$ cat src/rtl/rotary_pos_tracker_pkg.sv
// Shared constants for the rotary position tracker: quadrature transition codes,
// detent sub-count sizing and default bus/step values.
package rotary_pos_tracker_pkg;

   localparam int unsigned DEF_WIDTH = 16;
   localparam int unsigned DEF_STEP  = 4;

   // Signed sub-count holds -3..+3; a detent completes on reaching +/-DETENT.
   localparam int unsigned SUB_W  = 3;
   localparam int          DETENT = 4;

   // Transition codes are {previous AB, current AB}.
   localparam logic [3:0] FWD_00_01 = 4'b00_01;
   localparam logic [3:0] FWD_01_11 = 4'b01_11;
   localparam logic [3:0] FWD_11_10 = 4'b11_10;
   localparam logic [3:0] FWD_10_00 = 4'b10_00;
   localparam logic [3:0] REV_00_10 = 4'b00_10;
   localparam logic [3:0] REV_10_11 = 4'b10_11;
   localparam logic [3:0] REV_11_01 = 4'b11_01;
   localparam logic [3:0] REV_01_00 = 4'b01_00;

   typedef enum logic [1:0] {
      MvNone,
      MvInc,
      MvDec
   } move_e;

endpackage

$ cat src/rtl/rotary_pos_tracker_quad_axis.sv
// One encoder axis: synchronise and debounce A/B, decode quadrature, accumulate
// detents and keep a saturating position register.
module quad_axis
   import rotary_pos_tracker_pkg::*;
#(
   parameter int unsigned WIDTH      = DEF_WIDTH,
   parameter int unsigned DEB_CYCLES = 4,
   parameter int unsigned STEP       = DEF_STEP,
   parameter int unsigned MIN        = 0,
   parameter int unsigned MAX        = 620
) (
   input  logic             clk,
   input  logic             reset,
   input  logic [WIDTH-1:0] reset_value,
   input  logic             a,
   input  logic             b,
   output logic [WIDTH-1:0] pos,
   output logic             chg,
   output logic             err
);

   localparam int unsigned DEB_W = (DEB_CYCLES > 1) ? $clog2(DEB_CYCLES) : 1;
   localparam logic [DEB_W-1:0] DEB_LAST = DEB_W'(DEB_CYCLES - 1);
   localparam logic [SUB_W:0]   DET_POS  = (SUB_W+1)'(DETENT);
   localparam logic [SUB_W:0]   DET_NEG  = (SUB_W+1)'(-DETENT);
   localparam logic [WIDTH:0]   MIN_W    = (WIDTH+1)'(MIN);
   localparam logic [WIDTH:0]   MAX_W    = (WIDTH+1)'(MAX);
   localparam logic [WIDTH:0]   STEP_W   = (WIDTH+1)'(STEP);
   localparam logic [WIDTH:0]   MIN_STEP = (WIDTH+1)'(MIN + STEP);

   logic [1:0]             sync1_q, sync2_q;
   logic [1:0]             deb_q, deb_d, prev_q;
   logic [DEB_W-1:0]       cnt_q [2];
   logic [DEB_W-1:0]       cnt_d [2];
   logic signed [1:0]      dir;
   logic                   illegal;
   logic signed [SUB_W:0]  sub_sum;
   logic signed [SUB_W-1:0] sub_q, sub_d;
   move_e                  req_q, req_d;
   logic                   err_q;
   logic [WIDTH-1:0]       pos_q, pos_d, rst_pos;
   logic [WIDTH:0]         pos_ext, rv_ext;
   logic                   chg_q;

   // Counter only advances while the synced level disagrees with the accepted one.
   always_comb begin
      deb_d = deb_q;
      cnt_d = cnt_q;
      for (int i = 0; i < 2; i++) begin
         if (sync2_q[i] == deb_q[i]) begin
            cnt_d[i] = '0;
         end else if (cnt_q[i] == DEB_LAST) begin
            deb_d[i] = sync2_q[i];
            cnt_d[i] = '0;
         end else begin
            cnt_d[i] = cnt_q[i] + 1'b1;
         end
      end
   end

   always_comb begin
      dir     = '0;
      illegal = 1'b0;
      case ({prev_q, deb_q})
         FWD_00_01, FWD_01_11, FWD_11_10, FWD_10_00: dir = 2'sd1;
         REV_00_10, REV_10_11, REV_11_01, REV_01_00: dir = -2'sd1;
         default: illegal = ((prev_q ^ deb_q) == 2'b11);
      endcase
      sub_sum = $signed({sub_q[SUB_W-1], sub_q}) + $signed({{(SUB_W-1){dir[1]}}, dir});
      req_d   = MvNone;
      if (sub_sum == DET_POS) begin
         req_d = MvInc;
         sub_d = '0;
      end else if (sub_sum == DET_NEG) begin
         req_d = MvDec;
         sub_d = '0;
      end else begin
         sub_d = sub_sum[SUB_W-1:0];
      end
   end

   // Compare in WIDTH+1 bits so neither bound check can wrap.
   always_comb begin
      pos_d   = pos_q;
      pos_ext = {1'b0, pos_q};
      rv_ext  = {1'b0, reset_value};
      unique case (req_q)
         MvInc: pos_d = (pos_ext + STEP_W > MAX_W) ? MAX_W[WIDTH-1:0]
                                                   : pos_q + STEP_W[WIDTH-1:0];
         MvDec: pos_d = (pos_ext < MIN_STEP) ? MIN_W[WIDTH-1:0]
                                             : pos_q - STEP_W[WIDTH-1:0];
         default: pos_d = pos_q;
      endcase
      if (rv_ext < MIN_W) begin
         rst_pos = MIN_W[WIDTH-1:0];
      end else if (rv_ext > MAX_W) begin
         rst_pos = MAX_W[WIDTH-1:0];
      end else begin
         rst_pos = reset_value;
      end
   end

   always_ff @(posedge clk) begin
      if (reset) begin
         sync1_q <= '0;
         sync2_q <= '0;
         deb_q   <= '0;
         cnt_q   <= '{default: '0};
         prev_q  <= '0;
         sub_q   <= '0;
         req_q   <= MvNone;
         err_q   <= 1'b0;
         pos_q   <= rst_pos;
         chg_q   <= 1'b0;
      end else begin
         sync1_q <= {a, b};
         sync2_q <= sync1_q;
         deb_q   <= deb_d;
         cnt_q   <= cnt_d;
         prev_q  <= deb_q;
         sub_q   <= sub_d;
         req_q   <= req_d;
         err_q   <= illegal;
         pos_q   <= pos_d;
         chg_q   <= (pos_d != pos_q);
      end
   end

   assign pos = pos_q;
   assign chg = chg_q;
   assign err = err_q;

endmodule

$ cat src/rtl/rotary_pos_tracker.sv
// Two-axis rotary encoder front end: X encoder drives posx, Y encoder drives posy,
// with shared moved/qerr pulses.
module rotary_pos_tracker
   import rotary_pos_tracker_pkg::*;
#(
   parameter int unsigned WIDTH      = DEF_WIDTH,
   parameter int unsigned DEB_CYCLES = 50000,
   parameter int unsigned STEP       = DEF_STEP,
   parameter int unsigned X_MIN      = 0,
   parameter int unsigned X_MAX      = 620,
   parameter int unsigned Y_MIN      = 0,
   parameter int unsigned Y_MAX      = 460
) (
   input  logic             clk,
   input  logic             reset,
   input  logic [WIDTH-1:0] reset_value,
   input  logic             left_a,
   input  logic             left_b,
   input  logic             right_a,
   input  logic             right_b,
   output logic [WIDTH-1:0] posx,
   output logic [WIDTH-1:0] posy,
   output logic             moved,
   output logic             qerr
);

   logic chg_x, chg_y, err_x, err_y;

   quad_axis #(
      .WIDTH      (WIDTH),
      .DEB_CYCLES (DEB_CYCLES),
      .STEP       (STEP),
      .MIN        (X_MIN),
      .MAX        (X_MAX)
   ) u_axis_x (
      .clk         (clk),
      .reset       (reset),
      .reset_value (reset_value),
      .a           (left_a),
      .b           (left_b),
      .pos         (posx),
      .chg         (chg_x),
      .err         (err_x)
   );

   quad_axis #(
      .WIDTH      (WIDTH),
      .DEB_CYCLES (DEB_CYCLES),
      .STEP       (STEP),
      .MIN        (Y_MIN),
      .MAX        (Y_MAX)
   ) u_axis_y (
      .clk         (clk),
      .reset       (reset),
      .reset_value (reset_value),
      .a           (right_a),
      .b           (right_b),
      .pos         (posy),
      .chg         (chg_y),
      .err         (err_y)
   );

   assign moved = chg_x | chg_y;
   assign qerr  = err_x | err_y;

endmodule

$ cat config.mk
export PLATFORM = sky130hd
export DESIGN_NAME = rotary_pos_tracker
export DESIGN_NICKNAME = d
export VERILOG_FILES = /design/src/rtl/rotary_pos_tracker_pkg.sv /design/src/rtl/rotary_pos_tracker_quad_axis.sv /design/src/rtl/rotary_pos_tracker.sv
export SDC_FILE = /design/constraint.sdc
export NUM_CORES = 1
export LEC_CHECK = 0
export ABC_CLOCK_PERIOD_IN_PS = 6040
export CORE_ASPECT_RATIO = 0.8
export CORE_MARGIN = 1
export CORE_UTILIZATION = 50
export CTS_BUF_LIST = sky130_fd_sc_hd__clkbuf_8
export DETAILED_ROUTE_END_ITERATION = 10
export HOLD_SLACK_MARGIN = 0.1
export PLACE_DENSITY = 0.76
export REMOVE_ABC_BUFFERS = 1
export SLEW_MARGIN = 20
export SYNTH_ARGS = -nofsm -noshare
export SYNTH_HDL_FRONTEND = slang
export SYNTH_SLANG_ARGS = --single-unit
$ cat constraint.sdc
create_clock -name clk -period 6.04 [get_ports clk]
set_input_delay 1.208 -clock clk [delete_from_list [all_inputs] [get_ports clk]]
set_output_delay 1.208 -clock clk [all_outputs]
set_load 0.1 [all_outputs]
After elaboration in Yosys (flattened, before gate mapping)
Cells that the tools add are included.
{ "word_totals": {"regBits": 126, "latchBits": 0, "ramBits": 0, "rom_bits": 0, "in_bits": 22, "word_cells": 122, "memories": 0} }
{ "op_classes": {"add_sub_neg": 12, "multipliers": 0, "div": 0, "n_lt_le_gt_ge": 6, "n_eq_ne": 36, "shift": 0, "muxes": 16, "bitwise": 8, "reduce_logical": 18} }
{ "ops": {"columns": ["op", "n"], "rows": [
  ["2-to-1 mux 16 bit", 8],
  ["adder 16 x 1 -> 16 bit, second input constant", 4],
  ["== test 16 bit, second input constant", 4],
  ["one-hot mux 16 bit (2 select lines)", 2],
  ["== test 4 bit, second input constant", 10],
  ["adder 16 x 3 -> 17 bit, second input constant", 2],
  ["adder 16 x 3 -> 16 bit, second input constant", 2],
  ["less-than comparator 16 x 3 -> 1 bit, second input constant", 2],
  ["inequality test 16 bit", 2],
  ["subtractor 16 x 3 -> 16 bit, second input constant", 2],
  ["== test 4 x 3 -> 1 bit, second input constant", 6],
  ["OR reduction 3 bit", 6],
  ["OR reduction 9 bit", 2],
  ["> comparator 17 x 10 -> 1 bit, second input constant", 1],
  ["> comparator 17 x 9 -> 1 bit, second input constant", 1],
  ["> comparator 16 x 10 -> 1 bit, second input constant", 1],
  ["> comparator 16 x 9 -> 1 bit, second input constant", 1],
  ["OR reduction 4 bit", 4],
  ["adder 3 x 2 -> 4 bit", 2],
  ["== test 2 bit, second input constant", 4],
  ["== test 4 x 1 -> 1 bit, second input constant", 2],
  ["== test 4 x 2 -> 1 bit, second input constant", 2],
  ["one-hot mux 2 bit (2 select lines)", 2],
  ["AND reduction 2 bit", 4],
  ["8 further kinds", 20]
]} }

Longest topological paths before layout
{ "depth": {"ltp_word": 7, "mapped_depth": 12} }

By module
A second synthesis with hierarchy kept.
{ "hier_totals": {"cells_unflattened": 906, "area_unflattened_um2": 7334.5} }
{ "modules_own_cells": {"columns": ["mod", "n_inst", "cells_per_inst", "area_per_inst_um2", "seq_area_each_um2"], "rows": [
  ["quad_axis (u_axis_x)", 1, 475, 3737.3, 1261.2],
  ["quad_axis (u_axis_y)", 1, 429, 3584.7, 1261.2],
  ["rotary_pos_tracker", 1, 2, 12.5, 0.0]
]} }

Worst setup path before layout
No wires, ideal clock.
{ "synth_path": {"path_type": "flip-flop to flip-flop", "start": "register u_axis_x.pos_q[2], in the netlist u_axis_x.pos[2]", "end": "register u_axis_x.chg_q, in the netlist u_axis_x.chg", "setup_time_ns": 0.132, "t_arrival_ns": 3.323, "t_required_ns": 5.908, "path_slack_ns": 2.585, "path_stages_with_launch": 13, "n_path_buf": 2, "synth_period_minus_slack_ns": 3.455, "cell_sequence": "dfxtp_1 > clkbuf_1 > inv_1 > ha_1 > nor3b_2 > nand4_1 > and2_1 > clkbuf_1 > a21oi_1 > a2111oi_0 > o221ai_1 > o31ai_1 > a31oi_1"} }
{ "synth_via": {"elab_chain_len": 5, "word_cells_on_any_way": 9} }
{ "synth_rtl": {"columns": ["element", "line_no", "source"], "rows": [
  ["from (decl)", "rotary_pos_tracker_quad_axis.sv:41", "logic [WIDTH-1:0] pos_q, pos_d, rst_pos;"],
  ["from (signal assigned)", "rotary_pos_tracker_quad_axis.sv:113", "pos_q <= rst_pos;"],
  ["from (signal assigned)", "rotary_pos_tracker_quad_axis.sv:124", "pos_q <= pos_d;"],
  ["adder 16 x 3 -> 17 bit", "rotary_pos_tracker_quad_axis.sv:88", "MvInc: pos_d = (pos_ext + STEP_W > MAX_W) ? MAX_W[WIDTH-1:0]"],
  ["> comparator 17 x 10 -> 1 bit", "rotary_pos_tracker_quad_axis.sv:88", null],
  ["2-to-1 mux 16 bit", "rotary_pos_tracker_quad_axis.sv:88", null],
  ["one-hot mux 16 bit (2 select lines)", "rotary_pos_tracker_quad_axis.sv:87", "unique case (req_q)"],
  ["inequality test 16 bit (*)", "rotary_pos_tracker_quad_axis.sv:125", "chg_q <= (pos_d != pos_q);"],
  ["to (signal assigned)", "rotary_pos_tracker_quad_axis.sv:125", null],
  ["to (decl)", "rotary_pos_tracker_quad_axis.sv:43", "logic chg_q;"]
]} }
Every way passes the cells marked *; elsewhere a longest branch is shown, timed or not.
A chain may end at the register's enable or synchronous reset.

Final worst setup path
{ "layout_path": {"start": "register u_axis_x.pos_q[5], in the netlist u_axis_x.pos[5]", "end": "output posx[5]"} }
{ "layout_lines": {"columns": ["element", "line_no", "source"], "rows": [
  ["to (decl)", "rotary_pos_tracker.sv:21", "output logic [WIDTH-1:0] posx,"]
]} }
No word-level cell between the ends.

==> results.md <==
- Antenna viol nets, final: 0
- Yosys reg bits: 126
- Placed cell area: ~7600 um^2
- Commonest non-fill, non-tap cell in the layout: nor2_1
- Distinct cells, synth: 72
- H-tree depth: 4
- Die Y: 108 um
- Final setup margin: ~2.4 ns
- Maximum vdd drop: 0.000239 V
- CTS tree: done
- Most frequent cells in the layout: nor2_1 (127), dfxtp_1 (126), nand2_1 (74)
- Initial core utilization: 51.6%
- Length of the first detailed-routing pass in iterations: 5
- Complex-gate fraction of the synthesized area: 17.7%
- Ratio of final minimum period to clock period: 59.8%
- Max-Cap Viols: 0
- Final hold slack: 0.444 ns
- Core region area: 13600 um^2
- Startpoint type of the worst setup path: register
- Mapped Avg Cell Area: 7.93 um^2
- Setup TNS: 0 ns
- Critical path endpoint category: output pin
- Grt ovf: 0
- Ys flop type: dfxtp_1
- CP Class: reg -> out
- Die ar.: 14600 um^2
- Cell Count, Final, Fillers Out: 1113
- Area of the mapped netlist: about 7000 um^2
- Residual DRC: 0
- Synth Area in Adders: 4.12%
- Synth Area in XOR/XNOR: around 9%
- Hold Vio Cnt, Final: 0
- Top-area cell type share of the netlist area: 35.8%
- Final Routed Wirelength: 16.6 mm
- Worst hold start: u_axis_x.sync1_q[1]
- Vias per inst: 5.81
- Synth area leaders: dfxtp_1 (36%), nor2_1 (6.8%), xnor2_1 (4.6%), xor2_1 (4.5%), nand2_1 (3.9%)
- Resize count post-CTS: 0
- Area grow syn2layout: 15.2%
- Post-Place Setup Slack: roughly 2.7 ns
- Total track usage: 23.5%
- Worst-Skew Late Latency: ~0.43 ns
- Worst-path clk slew: 0.07 ns
- Number of global-route vias before repair: ~5800
- Setup violations, final: 0
- CTS Hold Bufs: 0
- Gpl congestion: approximately 1
- Worst Path Arrival: 2.40 ns
- Crit-path leading delay family: buffers and inverters
- FFs w/ async S/R, synth: 0%
- Pwr/cell area: between 200 and 250 nW/um^2
- Root Driver: clkbuf_8
- Worst EP required: 4.83 ns
- CTS Buf Count: 17
- Largest area contributor in the netlist: dfxtp_1
- Synth Instances: 888
- Final cell area excluding filler cells: 8110 um^2
- Main combinational cell family by area after synthesis: simple AND/OR/NAND/NOR gates
- Initial antenna violation count: 0
- Die X: 135 um
- Crit Reg-Reg Startpoint: u_axis_x.pos[2]
- Slew Limit Headroom: 32.1%
- Avg WL per Cell: 14.9 um
- Status: complete, no violations
- Synth Area in Simple Gates: around 27%
- Clock skew: between 0.01 and 0.015 ns
- Hpwl dp: 11.6 mm
- Total power: between 1.5 and 2 mW
- N_diodes: 0
- Global-route wire length before repair: 27.8 mm
- CP max FO: 18
- Leakage power: 2.81 nW
- Highest-delay cell along the critical path: clkdlybuf4s50_1
- Worst Hold Class: reg -> reg
- Critical path launch point: u_axis_x.pos[5]
- Port bufs: 55
- Deepest clock path buffer count: 2
- FP Rows: 38
- Mux contribution to synthesized area: 1.07%
- Dpl cells: 1081
- Sequential area share after synthesis: ~36%
- DR vias: 6462
- Yosys warns: 0
- Post-CTS setup buffer count: 0
- Max Freq: 277 MHz
- Post-synth EDFFs: 0
- DR iter-0 viols: 573
- RSZ-0062 raised after global routing: no
- Layout cell share with drive strength beyond 1: 5.47%
- Worst path cell trace: clkdlybuf4s50_1
- Clock net sink count: approximately 130
- WP buf/inv: 1
- Worst Max-Slew Pin Slew: 1.02 ns
- Final core occ: about 59%
- Period minus WS final: roughly 3.6 ns
- IO Count: 56
- Maximum number of pins on one net before global-route repair: 54
- Max-slew violation count: 0
- Fin nets: 964
- Worst path max stage delay: roughly 1.3 ns
[sequential cells by signal, indices dropped and copies added (netlist names), 3 cells and up]
register	cells
u_axis_x.sub_q	3
u_axis_x.cnt_q	32
u_axis_x.pos	16
u_axis_y.cnt_q	32
u_axis_y.pos	16
u_axis_y.sub_q	3
[cell type report]
type	instances	area (um^2)
Clock buffer	20	275
Clock inverter	12	191
Fill cell	1222	5530
Inverter	45	169
Multi-Input combinational cell	674	4180
Sequential cell	126	2520
Tap cell	180	225
Timing Repair Buffer	56	553
[routing by layer]
layer / GRT usage, % / up-vias / part of all wire, %
met5: 0 / - / 0
met4: 7.46 / 0 / 1.2
met3: 5.53 / 22 / 7.7
met2: 35.5 / 265 / 43
met1: 33.0 / 2958 / 48
li1: - / 3217 / -
[synth_stat cells, types with 10 or more instances]
cell type,n
nor2_1,127
nor2b_1,17
xor2_1,36
xnor2_1,37
o21ai_0,38
inv_1,43
a21oi_1,55
nand2_1,74
nand4_1,27
o31ai_1,10
dfxtp_1,126
nor3_1,25
clkbuf_1,30
nor4_1,11
ha_1,20
and3_1,13
a31oi_1,14
nand3_1,33
[logic make-up (layout without fill, tap and decap cells)]
family	after synthesis	after routing
buffers and inverters	88	133
xor gates and xnor gates	73	73
muxes	7	7
and+or+nand+nor	385	385
AOI/OAI and AO/OA	187	187
DFF	126	126
adders and majority gates	22	22
[report_power, final]
| part | switching (mW) | internal, mW | leakage (nW) |
|---|---|---|---|
| sequential | 0.0203 | 0.838 | 1.02 |
| clock | 0.326 | 0.521 | 0.237 |
| combinational | 0.0911 | 0.0504 | 1.55 |
[final timing paths]
| kind | slack [ns] | cells past startpoint | end |
|---|---|---|---|
| max reg2reg | 2.72 | 10 | u_axis_x.chg |
| max | 2.43 | 1 | posx[5] |
| min reg2reg | 0.44 | 1 | u_axis_x.sync2_q[1] |
| min | 0.44 | 1 | u_axis_x.sync2_q[1] |
Note: power is estimated with default switching activity, not from simulation.
